===== config.mk =====
export PLATFORM = sky130hd
export DESIGN_NAME = inst_sequencer_flat
export DESIGN_NICKNAME = d
export VERILOG_FILES = /design/src/rtl/inst_sequencer_if.sv /design/src/rtl/inst_sequencer.sv /design/src/flat_wrapper.sv
export SDC_FILE = /design/constraint.sdc
export NUM_CORES = 1
export LEC_CHECK = 0
export CAP_MARGIN = 5
export CORE_MARGIN = 5
export CORE_UTILIZATION = 38
export DETAILED_ROUTE_END_ITERATION = 12
export PLACE_DENSITY_LB_ADDON = 0.1
export SLEW_MARGIN = 25
export SYNTH_ARGS = -nofsm -noshare
export SYNTH_HDL_FRONTEND = slang
export SYNTH_SLANG_ARGS = --single-unit

===== constraint.sdc =====
create_clock -name clock -period 3.6 [get_ports clock]
set_input_delay 0.36 -clock clock [delete_from_list [all_inputs] [get_ports clock]]
set_output_delay 0.36 -clock clock [all_outputs]
set_load 0.02 [all_outputs]

===== src/rtl/inst_sequencer_if.sv =====
// Host-side bus of the instruction sequencer: program load port, run control
// and the 12-bit inst/inst_en device-control stream with status flags.
interface inst_sequencer_if #(
    parameter int ADDR_W = 4
);
    logic [ADDR_W-1:0] prog_addr;
    logic [15:0]       prog_data;
    logic              prog_we;
    logic              start;
    logic              stop;
    logic [11:0]       inst;
    logic              inst_en;
    logic              busy;
    logic              done;
    logic              error;

    modport master (
        output prog_addr, prog_data, prog_we, start, stop,
        input  inst, inst_en, busy, done, error
    );

    modport slave (
        input  prog_addr, prog_data, prog_we, start, stop,
        output inst, inst_en, busy, done, error
    );
endinterface


===== src/rtl/inst_sequencer.sv =====
// Small program store plus a one-word-per-cycle executor that streams EMIT
// operands onto inst/inst_en, with WAIT delays, one loop level and HALT.
module inst_sequencer #(
    parameter int ADDR_W = 4
) (
    input  logic             clock,
    input  logic             reset,
    inst_sequencer_if.slave  bus
);
    localparam int DEPTH = 2 ** ADDR_W;

    typedef enum logic [2:0] {
        ST_RESET,
        ST_IDLE,
        ST_RUN,
        ST_WAIT,
        ST_ERROR
    } state_t;

    localparam logic [1:0] OP_EMIT = 2'b00;
    localparam logic [1:0] OP_WAIT = 2'b01;
    localparam logic [1:0] OP_LOOP = 2'b10;
    localparam logic [1:0] OP_HALT = 2'b11;

    logic [15:0]       mem [DEPTH];
    state_t            state_reg;
    logic [ADDR_W-1:0] pc_reg;
    logic              armed_reg;
    logic [3:0]        loop_cnt_reg;
    logic [7:0]        wait_cnt_reg;
    logic [11:0]       inst_reg;
    logic              inst_en_reg;
    logic              busy_reg;
    logic              done_reg;
    logic              error_reg;

    logic [15:0]       word;
    logic [1:0]        word_op;
    logic [ADDR_W-1:0] pc_inc;

    // Program memory is deliberately left out of reset so a program survives it.
    always_ff @(posedge clock) begin
        if (bus.prog_we && state_reg == ST_IDLE) begin
            mem[bus.prog_addr] <= bus.prog_data;
        end
    end

    assign word    = mem[pc_reg];
    assign word_op = word[15:14];
    assign pc_inc  = pc_reg + {{(ADDR_W-1){1'b0}}, 1'b1};

    always_ff @(posedge clock) begin
        if (reset) begin
            state_reg    <= ST_RESET;
            pc_reg       <= '0;
            armed_reg    <= 1'b0;
            loop_cnt_reg <= 4'd0;
            wait_cnt_reg <= 8'd0;
            inst_reg     <= 12'd0;
            inst_en_reg  <= 1'b0;
            busy_reg     <= 1'b0;
            done_reg     <= 1'b0;
            error_reg    <= 1'b0;
        end else begin
            inst_en_reg <= 1'b0;
            done_reg    <= 1'b0;
            case (state_reg)
                ST_RESET: state_reg <= ST_IDLE;
                ST_IDLE: begin
                    if (bus.start) begin
                        state_reg <= ST_RUN;
                        pc_reg    <= '0;
                        armed_reg <= 1'b0;
                        busy_reg  <= 1'b1;
                    end
                end
                ST_RUN: begin
                    // stop pre-empts the word at pc: it is not executed
                    if (bus.stop) begin
                        state_reg <= ST_IDLE;
                        busy_reg  <= 1'b0;
                    end else if (word[13:12] != 2'b00) begin
                        state_reg <= ST_ERROR;
                        busy_reg  <= 1'b0;
                        error_reg <= 1'b1;
                    end else begin
                        case (word_op)
                            OP_EMIT: begin
                                inst_reg    <= word[11:0];
                                inst_en_reg <= 1'b1;
                                pc_reg      <= pc_inc;
                            end
                            OP_WAIT: begin
                                pc_reg <= pc_inc;
                                if (word[7:0] != 8'd0) begin
                                    state_reg    <= ST_WAIT;
                                    wait_cnt_reg <= word[7:0];
                                end
                            end
                            OP_LOOP: begin
                                if (!armed_reg) begin
                                    if (word[11:8] == 4'd0) begin
                                        pc_reg <= pc_inc;
                                    end else begin
                                        armed_reg    <= 1'b1;
                                        loop_cnt_reg <= word[11:8] - 4'd1;
                                        pc_reg       <= word[ADDR_W-1:0];
                                    end
                                end else if (loop_cnt_reg != 4'd0) begin
                                    loop_cnt_reg <= loop_cnt_reg - 4'd1;
                                    pc_reg       <= word[ADDR_W-1:0];
                                end else begin
                                    armed_reg <= 1'b0;
                                    pc_reg    <= pc_inc;
                                end
                            end
                            default: begin
                                state_reg <= ST_IDLE;
                                busy_reg  <= 1'b0;
                                done_reg  <= 1'b1;
                            end
                        endcase
                    end
                end
                ST_WAIT: begin
                    if (bus.stop) begin
                        state_reg <= ST_IDLE;
                        busy_reg  <= 1'b0;
                    end else if (wait_cnt_reg == 8'd1) begin
                        state_reg <= ST_RUN;
                    end else begin
                        wait_cnt_reg <= wait_cnt_reg - 8'd1;
                    end
                end
                ST_ERROR: state_reg <= ST_ERROR;
                default:  state_reg <= ST_IDLE;
            endcase
        end
    end

    assign bus.inst    = inst_reg;
    assign bus.inst_en = inst_en_reg;
    assign bus.busy    = busy_reg;
    assign bus.done    = done_reg;
    assign bus.error   = error_reg;
endmodule

===== src/flat_wrapper.sv =====
// flat-port wrapper written by rule: the top's interface ports become plain ports
module inst_sequencer_flat 
#(
    parameter int ADDR_W = 4
)
  (clock, reset, bus_prog_addr, bus_prog_data, bus_prog_we, bus_start, bus_stop, bus_inst, bus_inst_en, bus_busy, bus_done, bus_error);
  inst_sequencer_if #(.ADDR_W(ADDR_W)) bus_i ();
  input  logic clock;
  input  logic reset;
  input wire logic [$bits(bus_i.prog_addr)-1:0] bus_prog_addr;
  input wire logic [$bits(bus_i.prog_data)-1:0] bus_prog_data;
  input wire logic [$bits(bus_i.prog_we)-1:0] bus_prog_we;
  input wire logic [$bits(bus_i.start)-1:0] bus_start;
  input wire logic [$bits(bus_i.stop)-1:0] bus_stop;
  output wire logic [$bits(bus_i.inst)-1:0] bus_inst;
  output wire logic [$bits(bus_i.inst_en)-1:0] bus_inst_en;
  output wire logic [$bits(bus_i.busy)-1:0] bus_busy;
  output wire logic [$bits(bus_i.done)-1:0] bus_done;
  output wire logic [$bits(bus_i.error)-1:0] bus_error;
  assign bus_i.prog_addr = bus_prog_addr;
  assign bus_i.prog_data = bus_prog_data;
  assign bus_i.prog_we = bus_prog_we;
  assign bus_i.start = bus_start;
  assign bus_i.stop = bus_stop;
  assign bus_inst = bus_i.inst;
  assign bus_inst_en = bus_i.inst_en;
  assign bus_busy = bus_i.busy;
  assign bus_done = bus_i.done;
  assign bus_error = bus_i.error;
  inst_sequencer #(.ADDR_W(ADDR_W)) u_core (.clock(clock), .reset(reset), .bus(bus_i));
endmodule

==> flow_summary.toml, run 1 <==
[outcome]
outcome = "finished clean"

[route]
drt-total-wl_mm = 30.7
vias = 6953
met2WireLength_mm = 15.4
dr.pass1.iters = 5
top_layer = "met4"
drtAntennaViolNets = 0
wl_per_cell_microns = 24.9
drc = 0
wl_met3_mm = 1.36
drtIter0Drc = 438
wirelength_met1_mm = 13.2
viasPerCell = 5.64

[setup_path]
critPathArrivalTime_ps = 3670
crit_slowest_cell = "or4b_1"
crit_buf_inv = 3
path_common_cell = "buf_4"
critical-path-top-delay-family = "compound AO/OA/AOI/OAI gates"
r2r-end = "u_core.wait_cnt_reg[2]"
slowest_delay_ps = 640
cp_max_fo = 18
cp.required_ps = 3990
worstPathCellList = "buf_12 -> buf_4 -> o311ai_0 -> o2111ai_1 -> or4b_1 -> buf_4 -> a21oi_2 -> nand2_2 -> o32ai_1"
worstSetupPathDepth = 9
rr_worst_depth = 9
cp-start-kind = "flop"
rrSetupSlack_ps = 320
critPathKind = "reg -> reg"
cp-end-kind = "flop"

[clock_tree]
clk_latency_ps = 500
cts_root_buffer = "clkbuf_16"
cts_buffer_depth = 3
post_cts_buffers = 0
ctsHoldBuffers = 0
ctsHtreeMaxLevel = 2
numCtsBuffers = 34
cts_resized = 0
clk_pin_slew_ps = 60
clock-sinks = 296
cts_tree = "done"

[synthesis]
synth_top_flop_cell = "edfxtp_1"
synth.cell_area_sq_mm = 0.0120
syn_avg_cell_area_sq_um = 16.8
synth_edf_count = 256
synthArstFlopShare_pct = 0
ys_top_cells_by_count = "256 x edfxtp_1, 56 x nor2_1, 41 x mux4_2"
ys_seq_elements = 296
synth-seq-area-share_pct = 70.6
yosys.area.top_type_share_pct = 64.0
syn_inst = 714
yosysMostFrequentCell = "edfxtp_1"
synthDistinctLibCells = 77
yosys.area.top_type = "edfxtp_1"
synth_warnings = 0
ys_top_cells_by_area = "edfxtp_1 64%, mux4_2 7.7%, dfxtp_1 6.7%, mux2i_1 2.7%, nor2_1 1.7%"
syn_nets = 743

[sta]
min_period_over_period_pct = 91.2
maxSlewViolCount = 0
max_freq_mhz = 305
hold_viol = 0
setup_viol = 0
layout_min_cycle_time_ps = 3280
fin_worst_skew_ps = 14.9
tns_ps = 0
fin_ws_ps = 318
slew_headroom_pct = 41.6
rsz0062_at_grt = "false"
tightest_slew_ps = 869

[global_routing]
grt_max_degree = 31
grt_overflow = 0
grt_pass1_vias = 7202
antenna_found_initial = 0
grt_pass1_wl_mm = 46.3
grt_usage_pct = 17.5

[floorplanning]
dieArea_sq_mm = 0.0353
initial_core_util_pct = 38.3
core_area_sq_mm = 0.0314
fp.dieH_microns = 188
die_x_microns = 188
top_level_ports = 41
row_count = 65

[pwr]
ir_worst_vdd_mv = 0.262
pwr-share-clk_pct = 46.5
power_density_mw_per_mm2 = 511
seqPwrFrac_pct = 51.2
p_comb_share_pct = 2.3
p_sw_share_pct = 19.5
p_int_mw = 5.91
leakage_nw = 4.53
power.total_mw = 7.33
switching_power_mw = 1.43

[placement]
dp_hpwl_mm = 19.3
dp_slack_ps = 348
dp.cells = 1171
port-buffer-count = 40
gp_congestion = 0.875
placed_cell_area_sq_mm = 0.0132

[hold_path]
hp-class = "reg -> reg"
min_from = "u_core.wait_cnt_reg[7]"
hold_depth = 2
holdPathEnd = "u_core.wait_cnt_reg[7]"

[finish]
design_area_sq_mm = 0.0144
num_antenna_cells = 0
drive_gt1_share_pct = 20.2
instances_no_fill = 1232
final_nets = 834
syn2layout_area_growth_pct = 19.4
largest_register_ffs = 256

[flow_run]
maxCapViolations = 0
[worst max path at each step]
| stage | startpoint | end | slack (ps) |
|---|---|---|---|
| floorplan | flop | flop | 600 |
| global placement | flop | flop | 380 |
| detailed placement | flop | u_core.pc_reg[2] | 350 |
| CTS | flop | flop | 320 |
| global route | flop | u_core.pc_reg[2] | 80 |
| finish | flop | u_core.wait_cnt_reg[2] | 320 |
[final cells by class]
cell class / instances / area (sq um)
inverter: 8 / 30.0
clock inverter: 19 / 193
tap: 402 / 503
fill: 2678 / 17000
sequential: 296 / 8490
multi-input combinational: 377 / 3360
timing repair buffer: 88 / 848
clock buffer: 42 / 922
[routing by layer]
layer | global-route usage (%) | vias up
li1 | - | 3097
met5 | 0 | -
met4 | 4.52 | 0
met3 | 2.85 | 49
met1 | 23.4 | 3589
met2 | 30.0 | 218
[per-stage QoR]
step	util, %	hold slack (ps)
2_1_floorplan	-	440
3_3_place_gp	42.2	465
3_5_place_dp	42.2	465
4_1_cts	45.7	480
5_1_grt	45.7	510
6_report	45.7	478
[worst reg2reg max path: stages, from the launching register on]
cell and delay (ps):
dfxtp_4 400, buf_12 190, buf_4 160, o311ai_0 490
o2111ai_1 260, or4b_1 640, buf_4 210, a21oi_2 290
nand2_2 170, o32ai_1 360
[power groups by stage]
stage / clock network [mW] / logic [mW] / registers (mW)
final: 3.41 / 0.168 / 3.76
after global placement: 0 / 0.162 / 3.83
after CTS: 3.49 / 0.169 / 3.75
after floorplan: 0 / 0.0611 / 3.83
after detailed placement: 0 / 0.168 / 3.83
after global routing: 3.65 / 0.182 / 3.75
[logic make-up after synthesis]
| logic type | count (synthesis) | synth area share (%) |
|---|---|---|
| flip-flops | 296 | 70.6 |
| AND/OR/NAND/NOR | 165 | 7.06 |
| AO/OA/AOI/OAI | 122 | 7.71 |
| multiplexers | 83 | 12.2 |
| buffers and inverters | 41 | 1.81 |
| adder cells (fa/ha/maj) | 4 | 0.416 |
| XOR/XNOR | 3 | 0.219 |
[placed cells by master (no fill, tap or decap), types with 5 or more instances in the layout]
master	n
a211o_1	5
a211oi_1	5
a21oi_1	19
a221oi_1	8
a22oi_1	17
and2_1	5
buf_12	7
buf_4	41
clkbuf_1	5
clkbuf_16	35
clkdlybuf4s50_1	40
clkinv_1	8
clkinv_2	6
dfxtp_1	38
edfxtp_1	256
inv_1	7
mux2i_1	33
mux4_1	7
mux4_2	41
nand2_1	33
nand2b_1	5
nand3_1	5
nor2_1	44
nor2_2	12
nor2b_1	7
nor3_1	11
nor3_2	6
nor4_1	6
o21a_1	5
o21ai_0	8
o32ai_1	5
or3_1	6
(Power assumes the default switching activity.)
==> inputs of run 2 (changes only) <==
Settings changed: ABC_AREA set to 1, PLACE_DENSITY_LB_ADDON 0.1 to 0.05.
==> flow_summary.toml, run 2 <==
[outcome]
outcome = "finished clean"

[floorplanning]
dieArea_sq_mm = 0.0366
core_area_sq_mm = 0.0325
initial_core_util_pct = 38.4
top_level_ports = 41
die_x_microns = 191
row_count = 66
fp.dieH_microns = 191

[synthesis]
synth.area.mux_share_pct = 0
yosysMostFrequentCell = "edfxtp_1"
synth-compound-area-share_pct = 7.62
synth_top_family_by_area = "simple AND/OR/NAND/NOR gates"
synth-seq-area-share_pct = 67.9
synth_top_flop_cell = "edfxtp_1"
synth.cell_area_sq_mm = 0.0125
synthSimpleGateAreaFrac_pct = 18.6
syn_nets = 1224
yosys.area.top_type_share_pct = 61.5
yosys.area.top_type = "edfxtp_1"
yosys.area_share.xor_xnor_pct = 0.280
synth_edf_count = 256
ys_top_cells_by_count = "256 x edfxtp_1, 223 x nand2_1, 192 x nor2_1"
syn_avg_cell_area_sq_um = 10.5
synthAdderAreaFrac_pct = 0.400
synth_warnings = 0
ys_seq_elements = 296
ys_top_cells_by_area = "edfxtp_1 62%, nand2_1 6.7%, dfxtp_1 6.4%, nor2_1 5.8%, nand3_1 5.2%"
synthArstFlopShare_pct = 0
synthDistinctLibCells = 32
syn_inst = 1195

[sta]
layout_min_cycle_time_ps = 2790
maxSlewViolCount = 0
min_period_over_period_pct = 77.5
tightest_slew_ps = 942
slew_headroom_pct = 37.2
hold_viol = 0
rsz0062_at_grt = "false"
tns_ps = 0
max_freq_mhz = 358
setup_viol = 0
fin_worst_skew_ps = 21.1

[global_routing]
grt_max_degree = 51
grt_pass1_wl_mm = 51.6
grt_usage_pct = 18.6
grt_pass1_vias = 8255
antenna_found_initial = 0
grt_overflow = 0

[pwr]
power_density_mw_per_mm2 = 523
leakage_nw = 5.29
ir_worst_vdd_mv = 0.381

[clock_tree]
cts_buffer_depth = 3
ctsHtreeMaxLevel = 2
clock-sinks = 296
cts_root_buffer = "clkbuf_16"
cts_tree = "done"
cts_resized = 0
post_cts_buffers = 0
numCtsBuffers = 34
ctsHoldBuffers = 0
clk_pin_slew_ps = 50
clk_latency_ps = 520

[hold_path]
holdPathEnd = "u_core.bus.error"
min_from = "u_core.bus.error"
hold_depth = 2
hp-class = "reg -> reg"

[placement]
dp_hpwl_mm = 21.7
gp_congestion = 0.878
dp.cells = 1661
port-buffer-count = 40

[route]
drtIter0Drc = 538
dr.pass1.iters = 5
drt-total-wl_mm = 33.7
vias = 8588
wl_per_cell_microns = 19.6
viasPerCell = 4.99
drtAntennaViolNets = 0
drc = 0

[finish]
fillers = 3144
final_cell_mix = "256 x edfxtp_1, 223 x nand2_1, 176 x nor2_1"
instances_no_fill = 1721
drive_gt1_share_pct = 8.60
syn2layout_area_growth_pct = 16.4
final_nets = 1284
mostFrequentLayoutCell = "edfxtp_1"
multi_input_area_sq_mm = 0.00340
largest_register_ffs = 256
num_antenna_cells = 0
seq_area_sq_mm = 0.00849

[setup_path]
rrSetupSlack_ps = 810
cp-start-kind = "flop"
r2r-end = "u_core.bus.inst[10]"
cp_max_fo = 35
rr_worst_depth = 13
critPathKind = "reg -> reg"
cp-end-kind = "flop"
critPathArrivalTime_ps = 3230
cp.required_ps = 4040

[flow_run]
maxCapViolations = 0
==> run 2: cell types whose count changed in the layout (fill, tap and decap cells not counted), moves of 17 or more <==
cell	before	now
mux4_2	41	0
o21ai_0	8	99
nand3_1	5	131
nand2_1	33	223
inv_1	7	90
a22oi_1	17	0
mux2i_1	33	0
nor2_1	44	176
a21oi_1	19	49
==> run 2: metal layers <==
metal	up-vias	GRT usage [%]	part of all wire, %
li1	4218	-	-
met1	4161	26.9	47
met2	173	30.5	47
met3	36	2.59	4.5
met4	0	3.37	1.2
met5	-	0	0
==> run 2: layout make-up <==
| type | instances | area share [%] |
|---|---|---|
| well taps | 442 | 3.80 |
| inverters | 94 | 2.43 |
| clock buffers | 38 | 5.95 |
| multi-input cells | 750 | 23.4 |
| flip-flops and latches | 296 | 58.4 |
| clock inverters | 22 | 1.14 |
| repair buffers | 79 | 4.94 |
==> run 2: how the worst max path moves through the flow <==
stage,from,end,slack [ps]
3_5_place_dp,flop,u_core.bus.inst[10],790
5_1_grt,flop,u_core.bus.inst[3],470
3_3_place_gp,flop,u_core.wait_cnt_reg[6],850
6_report,flop,u_core.bus.inst[10],810
4_1_cts,flop,u_core.bus.inst[10],770
2_1_floorplan,u_core.state_reg[0],u_core.mem[0][0],1470
==> run 2: logic make-up after synthesis <==
group                    Yosys count
AND/OR/NAND/NOR                  563
AO/OA/AOI/OAI                    179
buffers and inverters            149
adder cells (fa/ha/maj)            4
flip-flops                       296
XOR/XNOR                           4
==> run 2: where the power goes <==
part	leakage, nW	switching (mW)	internal (mW)
sequential	2.63	0.0312	3.80
combinational	2.16	0.400	0.178
clock	0.500	1.33	1.87
==> run 2: worst max-delay path: stages (launching register included) <==
cell and delay (ps):
dfxtp_4 380, inv_2 340, buf_12 280, o21ai_0 130
nand2_1 80, nand2_1 50, nand3_1 100, nand3_1 210
nand3_1 260, nor2_1 70, buf_4 190, nand2_1 310
o21ai_0 170, nor2_1 120
==> run 2: through the flow <==
step	hold WS (ps)	util (%)	setup WS, ps	power [mW]	cell area [sq um]
after floorplan	438	-	1470	4.25	12500
after global placement	441	41.5	851	4.48	13500
after detailed placement	458	41.5	791	4.48	13500
after CTS	466	44.7	770	7.71	14500
after global routing	495	44.7	470	7.95	14500
final	461	44.7	809	7.61	14500
==> inputs of run 3 (changes only) <==
Clock period 3.6 ns to 2.26 ns, I/O delays scaled along.
==> flow_summary.toml, run 3 (synthesis results as in run 2) <==
[sta]
tns_ps = 0
min_period_over_period_pct = 96.6
fin_worst_skew_ps = 12.4
holdWs_ps = 432
setup_viol = 0
layout_min_cycle_time_ps = 2180
maxSlewViolCount = 0
tightest_slew_ps = 662
max_freq_mhz = 458
slew_headroom_pct = 55.7
hold_viol = 0
rsz0062_at_grt = "true"
fin_ws_ps = 77.6

[flow_run]
maxCapViolations = 0

[setup_path]
cp-start-kind = "flop"
cp_max_fo = 15
cp-end-kind = "flop"
r2r-end = "u_core.wait_cnt_reg[6]"
crit_buf_inv = 2
slowest_delay_ps = 400
cp.required_ps = 2660
worstPathCellList = "buf_4 -> clkbuf_16 -> nor2_2 -> nor2_1 -> o21ai_1 -> nand3_1 -> nand3_2 -> nand2_2 -> nor2_1 -> nand2_1 -> nor2_4 -> nand2_4 -> nand2_8 -> nand2_1 -> nand2_1 -> nor2_1"
crit_slowest_cell = "dfxtp_4"
critical-path-top-delay-family = "simple AND/OR/NAND/NOR gates"
rrSetupSlack_ps = 80
rr_worst_depth = 16
critPathArrivalTime_ps = 2580
critPathKind = "reg -> reg"

[global_routing]
grt_pass1_wl_mm = 52.9
grt_max_degree = 43
grt_pass1_vias = 8576
antenna_found_initial = 0
grt_overflow = 0
grt_usage_pct = 19.1

[clock_tree]
numCtsBuffers = 36
clock-sinks = 296
cts_tree = "done"
ctsHoldBuffers = 0
ctsHtreeMaxLevel = 2
cts_buffer_depth = 3
clk_latency_ps = 510
cts_root_buffer = "clkbuf_16"
clk_pin_slew_ps = 60

[route]
viasPerCell = 4.97
wirelength_met1_mm = 15.6
drtAntennaViolNets = 0
vias = 8833
met2WireLength_mm = 17.7
drtIter0Drc = 596
wl_met3_mm = 1.46
drc = 0
top_layer = "met4"
wl_per_cell_microns = 19.8
drt-total-wl_mm = 35.2
dr.pass1.iters = 5

[finish]
final_cell_mix = "256 x edfxtp_1, 208 x nand2_1, 166 x nor2_1"
instances_no_fill = 1778
mostFrequentLayoutCell = "edfxtp_1"
final_nets = 1342
syn2layout_area_growth_pct = 25.9
drive_gt1_share_pct = 16.7
largest_register_ffs = 256
design_area_sq_mm = 0.0157
num_antenna_cells = 0
final_core_util_pct = 48.4

[floorplanning]
die_x_microns = 191
dieArea_sq_mm = 0.0366
top_level_ports = 41
initial_core_util_pct = 38.4
fp.dieH_microns = 191
core_area_sq_mm = 0.0325
row_count = 66

[placement]
gp_congestion = 0.823
dp_hpwl_mm = 21.5
dp_slack_ps = -119
dp.cells = 1706
placed_cell_area_sq_mm = 0.0141
port-buffer-count = 40

[outcome]
outcome = "finished clean"

[pwr]
power.total_mw = 12.7
leakage_nw = 5.81
ir_worst_vdd_mv = 0.588
power_density_mw_per_mm2 = 807

[hold_path]
min_from = "reset"
holdPathEnd = "u_core.bus.busy"
hold_depth = 2
hp-class = "in -> reg"
[run 3: layer usage]
metal	vias to the layer above	global-route usage [%]
met2	185	33.4
met1	4263	25.6
met5	-	0
met4	0	3.73
met3	35	2.87
li1	4350	-
[run 3: worst max path at each step]
stage	cells after the start	from	slack, ps	end
after floorplan	6	u_core.state_reg[0]	130	u_core.mem[0][0]
after global placement	12	flop	-70	u_core.bus.inst[7]
after detailed placement	12	flop	-120	u_core.bus.inst[10]
after CTS	13	flop	-6	u_core.state_reg[0]
after global routing	15	flop	-40	u_core.wait_cnt_reg[6]
final	16	flop	80	u_core.wait_cnt_reg[6]
[run 3: final cells by class]
cell class	count	area [sq um]
flip-flops and latches	296	8490
well taps	442	553
repair buffers	133	1520
inverters	94	363
multi-input cells	752	3680
clock buffers	41	941
clock inverters	20	186
fillers	3051	16800
[run 3: power by group]
group / total [mW] / internal [mW] / switching, mW
combinational: 1.09 / 0.404 / 0.682
sequential: 6.10 / 6.05 / 0.0534
clock: 5.52 / 3.33 / 2.19
[run 3: what timing repair did]
action                                  in CTS  in global routing
endpoints found under the setup margin      26                 40
pin swaps                                    0                 23
buffers inserted                             0                  6
endpoints found under the hold margin        0                  0
gates cloned                                 2                  3
resized for setup                           23                 76
